==> src/rtl/m_mem_access.sv <==
// m_mem_access: M-stage load/store unit driving a req/ack data bus and stalling the pipeline until done.
// Optional ALIGN_EXC_EN adds exc/exc_code and traps misaligned half/word accesses.
module m_mem_access #(
    parameter int TIMEOUT = 16,
    parameter int CNT_W = 5
) (
    input  logic        clk,
    input  logic        reset,
    input  logic        m_valid,
    input  logic        m_load,
    input  logic        m_store,
    input  logic [1:0]  m_size,
    input  logic        m_sign,
    input  logic [31:0] m_addr,
    input  logic [31:0] m_wdata,
    output logic        mem_req,
    output logic        mem_we,
    output logic [31:0] mem_addr,
    output logic [3:0]  mem_be,
    output logic [31:0] mem_wdata,
    input  logic        mem_ack,
    input  logic [31:0] mem_rdata,
    output logic        stall,
    output logic [31:0] w_rdata,
`ifdef ALIGN_EXC_EN
    output logic        exc,
    output logic [4:0]  exc_code,
`endif
    output logic        bus_err
);
    typedef enum logic [1:0] {IDLE, REQ, DONE} state_t;
    state_t state, state_nx;
    logic [CNT_W-1:0] cnt;
    logic access, mis, tmo;
    logic [3:0] be;
    logic [31:0] wd, ld;
    logic [7:0] b;
    logic [15:0] h;
    assign access = m_valid & (m_load | m_store);
`ifdef ALIGN_EXC_EN
    assign mis = (m_size == 2'd1 & m_addr[0]) | (m_size[1] & |m_addr[1:0]);
`else
    assign mis = 1'b0;
`endif
    assign tmo = cnt == CNT_W'(TIMEOUT - 1);
    always_comb begin
        be = m_size == 2'd0 ? 4'b0001 << m_addr[1:0] : m_size == 2'd1 ? (m_addr[1] ? 4'b1100 : 4'b0011) : 4'b1111;
        wd = m_size == 2'd0 ? {4{m_wdata[7:0]}} : m_size == 2'd1 ? {2{m_wdata[15:0]}} : m_wdata;
        b = mem_rdata[{m_addr[1:0], 3'b000} +: 8];
        h = m_addr[1] ? mem_rdata[31:16] : mem_rdata[15:0];
        ld = m_size == 2'd0 ? {{24{m_sign & b[7]}}, b} : m_size == 2'd1 ? {{16{m_sign & h[15]}}, h} : mem_rdata;
    end
    always_comb begin
        state_nx = state;
        stall = 1'b0;
        unique case (state)
            IDLE: begin
                stall = access;
                state_nx = access ? (mis ? DONE : REQ) : IDLE;
            end
            REQ: begin
                stall = 1'b1;
                state_nx = (mem_ack | tmo) ? DONE : REQ;
            end
            default: state_nx = IDLE;
        endcase
    end
    always_ff @(posedge clk) begin
        if (reset) begin
            state <= IDLE;
            cnt <= '0;
            mem_req <= 1'b0;
            mem_we <= 1'b0;
            mem_addr <= '0;
            mem_be <= '0;
            mem_wdata <= '0;
            w_rdata <= '0;
            bus_err <= 1'b0;
`ifdef ALIGN_EXC_EN
            exc <= 1'b0;
            exc_code <= '0;
`endif
        end else begin
            state <= state_nx;
            cnt <= state == REQ ? cnt + 1'b1 : '0;
            bus_err <= 1'b0;
            if (state == IDLE && access && !mis) begin
                mem_req <= 1'b1;
                mem_we <= m_store;
                mem_addr <= {m_addr[31:2], 2'b00};
                mem_be <= be;
                mem_wdata <= wd;
            end
            // ack beats a coincident timeout
            if (state == REQ && mem_ack) begin
                mem_req <= 1'b0;
                if (!m_store) w_rdata <= ld;
            end else if (state == REQ && tmo) begin
                mem_req <= 1'b0;
                w_rdata <= '0;
                bus_err <= 1'b1;
            end
`ifdef ALIGN_EXC_EN
            exc <= state == IDLE && access && mis;
            exc_code <= (state == IDLE && access && mis) ? (m_store ? 5'd5 : 5'd4) : 5'd0;
`endif
        end
    end
endmodule

==> config.mk <==
export PLATFORM = sky130hd
export DESIGN_NAME = m_mem_access
export DESIGN_NICKNAME = d
export VERILOG_FILES = /design/src/rtl/m_mem_access.sv
export SDC_FILE = /design/constraint.sdc
export NUM_CORES = 1
export LEC_CHECK = 0
export ABC_CLOCK_PERIOD_IN_PS = 2400
export BUFFER_PORTS_ARGS = -buffer_cell sky130_fd_sc_hd__clkbuf_2
export CORE_ASPECT_RATIO = 0.6
export CORE_MARGIN = 2
export CORE_UTILIZATION = 42
export DETAILED_ROUTE_END_ITERATION = 8
export PLACE_DENSITY = 0.79
export RECOVER_POWER = 50
export REMOVE_ABC_BUFFERS = 1
export SLEW_MARGIN = 20
export SYNTH_ARGS = -nofsm -noshare
export SYNTH_HDL_FRONTEND = slang
export SYNTH_SLANG_ARGS = --single-unit
==> constraint.sdc <==
create_clock -name clk -period 2.4 [get_ports clk]
set_clock_uncertainty 0.2 [all_clocks]
set_input_delay 0.72 -clock clk [delete_from_list [all_inputs] [get_ports clk]]
set_output_delay 0.72 -clock clk [all_outputs]
set_load 0.01 [all_outputs]
==> run_results.csv <==
group,metric,value,unit
routing,wl_met1,6329,um
routing,avgRoutedWirePerCell,15.79,um
routing,highest_layer,"met4",
critical_path,cp-end-kind,"flop",
sta,fin_crit,2.298,ns
routing,met2WireLength,6247,um
critical_path,path_max_fanout,16,
power,cellPowerDensity,664.9,mW/mm^2
power,leakage,2.501,nW
yosys,synthCells,534,
final_layout,diodes,0,
sta,grt_setup_unrepaired,"no",
clock_network,clk_latency,0.33,ns
power,finalPower,0.003969,W
final_layout,final_util,56.15,%
outcome,status,"finished clean",
yosys,netlist_area,0.004612,sq mm
clock_network,path_clk_slew,0.07,ns
grt,grt_pass1_wl,21880,um
critical_path,worstRegToRegCells,4,
critical_path,start_kind,"input pin",
grt,overflow,0,
final_layout,drive_gt1_share,22.81,%
routing,vias_per_cell,5.364,
sta,min_period_over_period,95.75,%
sta,slew_headroom,40.71,%
grt,grt_pass1_vias,4427,
critical_path,r2r_end,"w_rdata[18]$_SDFFE_PP0P_",
sta,fmax,435.2,MHz
clock_network,cts_inserted_buffers,9,
clock_network,post_cts_buffers,0,
clock_network,cts-resized-gates,0,
critical_path,cp_slowest_cell,"nor4_4",
grt,grt_use_total,22.64,%
grt,grt_start_max_net_pins,71,
floorplan,core,0.01063,sq mm
placed_design,dp_hpwl,10150,um
routing,drt_iter0_drc,245,
yosys,ys_ff_latch,108,
flow_run,max_cap_violations,0,
critical_path,crit_type,"in2reg",
sta,worst_pin_slew,0.8827,ns
routing,vias,4672,
routing,first_pass_iters,5,
floorplan,initial_utilization,43.38,%
sta,finalMaxSlewViolations,0,
critical_path,cp.arrival,2.37,ns
worst_hold_path,hold_class,"reg2reg",
placed_design,portBuffers,206,
yosys,netlist-cell-type-count,44,
routing,routed_wl,13750,um
sta,timing.final.hold_violations,0,
yosys,avgSynthCellArea,8.637,sq um
routing,ant_nets,0,
critical_path,critPathRequiredTime,2.47,ns
clock_network,cts_tree,"built",
clock_network,cts-hold-fix-buffers,0,
power,peakVddDrop,0.3295,mV
final_layout,area_delta_synth_final,29.44,%
floorplan,die_h,85.17,um
critical_path,slowest_delay,0.68,ns
yosys,async_reset_ff_share,0,%
yosys,synth-main-ff-cell,"dfxtp_1",
worst_hold_path,hold_end,"mem_addr[6]$_SDFFE_PP0P_",
critical_path,rrSetupSlack,0.18,ns
worst_hold_path,min-delay-start,"mem_addr[6]$_SDFFE_PP0P_",
clock_network,htree_levels,3,
floorplan,die_w,139.3,um
critical_path,cp_cell_sequence,"clkbuf_1 -> or3b_1 -> or2_1 -> nor4_4 -> a221o_2",
placed_design,gp_congestion,0.8530,
routing,drc,0,
yosys,synth_edf_count,0,
routing,routed-wl-met3,975,um
clock_network,cts_root_buf,"clkbuf_16",
floorplan,rows,29,
yosys,ys_warn_count,0,
sta,setup_viol,0,
floorplan,die_area,0.01186,sq mm
clock_network,clock-sinks,108,
final_layout,fin_nets,834,
floorplan,ioPinCount,209,
yosys,ys_seq_area_share,46.88,%
clock_network,clock_path_buffers,2,
grt,antenna_found_initial,0,
worst_hold_path,hold_depth,2,
critical_path,r2r_start,"state[1]$_SDFF_PP0_",
## state kept, by name (all words and copies together), names as in the netlist
register   flops
mem_addr      30
mem_req        1
mem_wdata     32
cnt            5
mem_be         4
bus_err        1
mem_we         1
state          2
w_rdata       32
## final cells by class
type	count	area, sq um
Inverter	16	60.06
Timing Repair Buffer	227	1100
Clock inverter	4	32.53
Fill cell	1007	4662
Clock buffer	12	246.5
Sequential cell	108	2162
Tap cell	139	173.9
Multi-Input combinational cell	365	2195
## synth_stat cells, types with 4 or more instances
master	count	area (sq um)
o2bb2ai_1	5	43.79
nand2_1	125	469.2
o21ai_0	10	50.05
a311oi_1	11	96.34
a211oi_1	8	60.06
a22o_1	8	70.07
a221o_1	13	130.1
mux4_2	5	112.6
nand2b_1	5	31.28
dfxtp_1	108	2162
o32ai_1	7	61.31
a21oi_1	58	290.3
clkbuf_1	29	108.9
buf_1	6	22.52
a221o_2	10	112.6
inv_1	16	60.06
o22ai_1	5	31.28
nor3_1	4	20.02
mux2i_1	21	210.2
buf_2	6	30.03
nor2_1	40	150.1
## layout by cell type (no fill, tap or decap), types with 4 or more instances in the layout
cell	n
o2bb2ai_1	5
buf_4	15
nor3_1	4
nand2_1	125
a22o_1	8
a21oi_1	57
a221o_2	10
mux2i_1	21
clkbuf_16	9
clkbuf_2	111
nand2b_1	5
o22ai_1	5
a211oi_1	8
mux4_2	5
o21ai_0	9
a221o_1	13
a311oi_1	11
nor2_1	40
clkbuf_1	99
dfxtp_1	108
inv_1	16
o32ai_1	7
## metal layers
metal / up-vias / GRT usage, %
met5: - / 0
met4: 0 / 6.244
met3: 20 / 6.095
met2: 181 / 36.19
met1: 2217 / 30.56
li1: 2254 / -
## where the power goes
group	switching (W)	internal (W)
clock network	0.000652	0.000740
logic	0.000382	0.000257
registers	0.0000512	0.00189
total	0.00109	0.00288
## critical path, delay by kind of cell
kind | cells | cell delay, ns
compound gates | 1 | 0.22
buf+inv | 1 | 0.10
simple gates | 3 | 1.32
## logic make-up after synthesis
kind of cell               after synthesis  synth area share [%]
other                                    1               0.08131
buffers and inverters                   62                 5.724
muxes                                   29                 7.732
xor gates and xnor gates                 2                0.3799
adders and majority gates                2                0.5425
and+or+nand+nor                        188                 16.79
DFF                                    108                 46.88
AOI/OAI and AO/OA                      142                 21.87
## metrics by stage
stage | setup WS (ns) | setup TNS (ns) | area [sq um] | std cells | hold WS [ns]
final | 0.1021 | 0 | 5969 | 871 | 0.2555
after global placement | -0.2231 | -4.312 | 5834 | 855 | 0.2266
after floorplan | -3.579 | -240.94 | 4412 | 489 | 0.2175
after detailed placement | -0.2968 | -6.051 | 5834 | 855 | 0.2393
after global routing | 0.05719 | 0 | 5969 | 871 | 0.2783
after CTS | 0.01777 | 0 | 6113 | 871 | 0.2543
## worst max-delay path by stage
| stage | from | to | slack, ns | cells after the start |
|---|---|---|---|---|
| final | reset | w_rdata[18]$_SDFFE_PP0P_ | 0.10 | 5 |
| after global routing | reset | w_rdata[23]$_SDFFE_PP0P_ | 0.06 | 5 |
| after CTS | m_store | stall | 0.02 | 4 |
| after detailed placement | reset | w_rdata[17]$_SDFFE_PP0P_ | -0.30 | 5 |
| after global placement | reset | w_rdata[17]$_SDFFE_PP0P_ | -0.22 | 5 |
| after floorplan | m_store | mem_be[1]$_SDFFE_PP0P_ | -3.58 | 3 |
(Power assumes the default switching activity.)
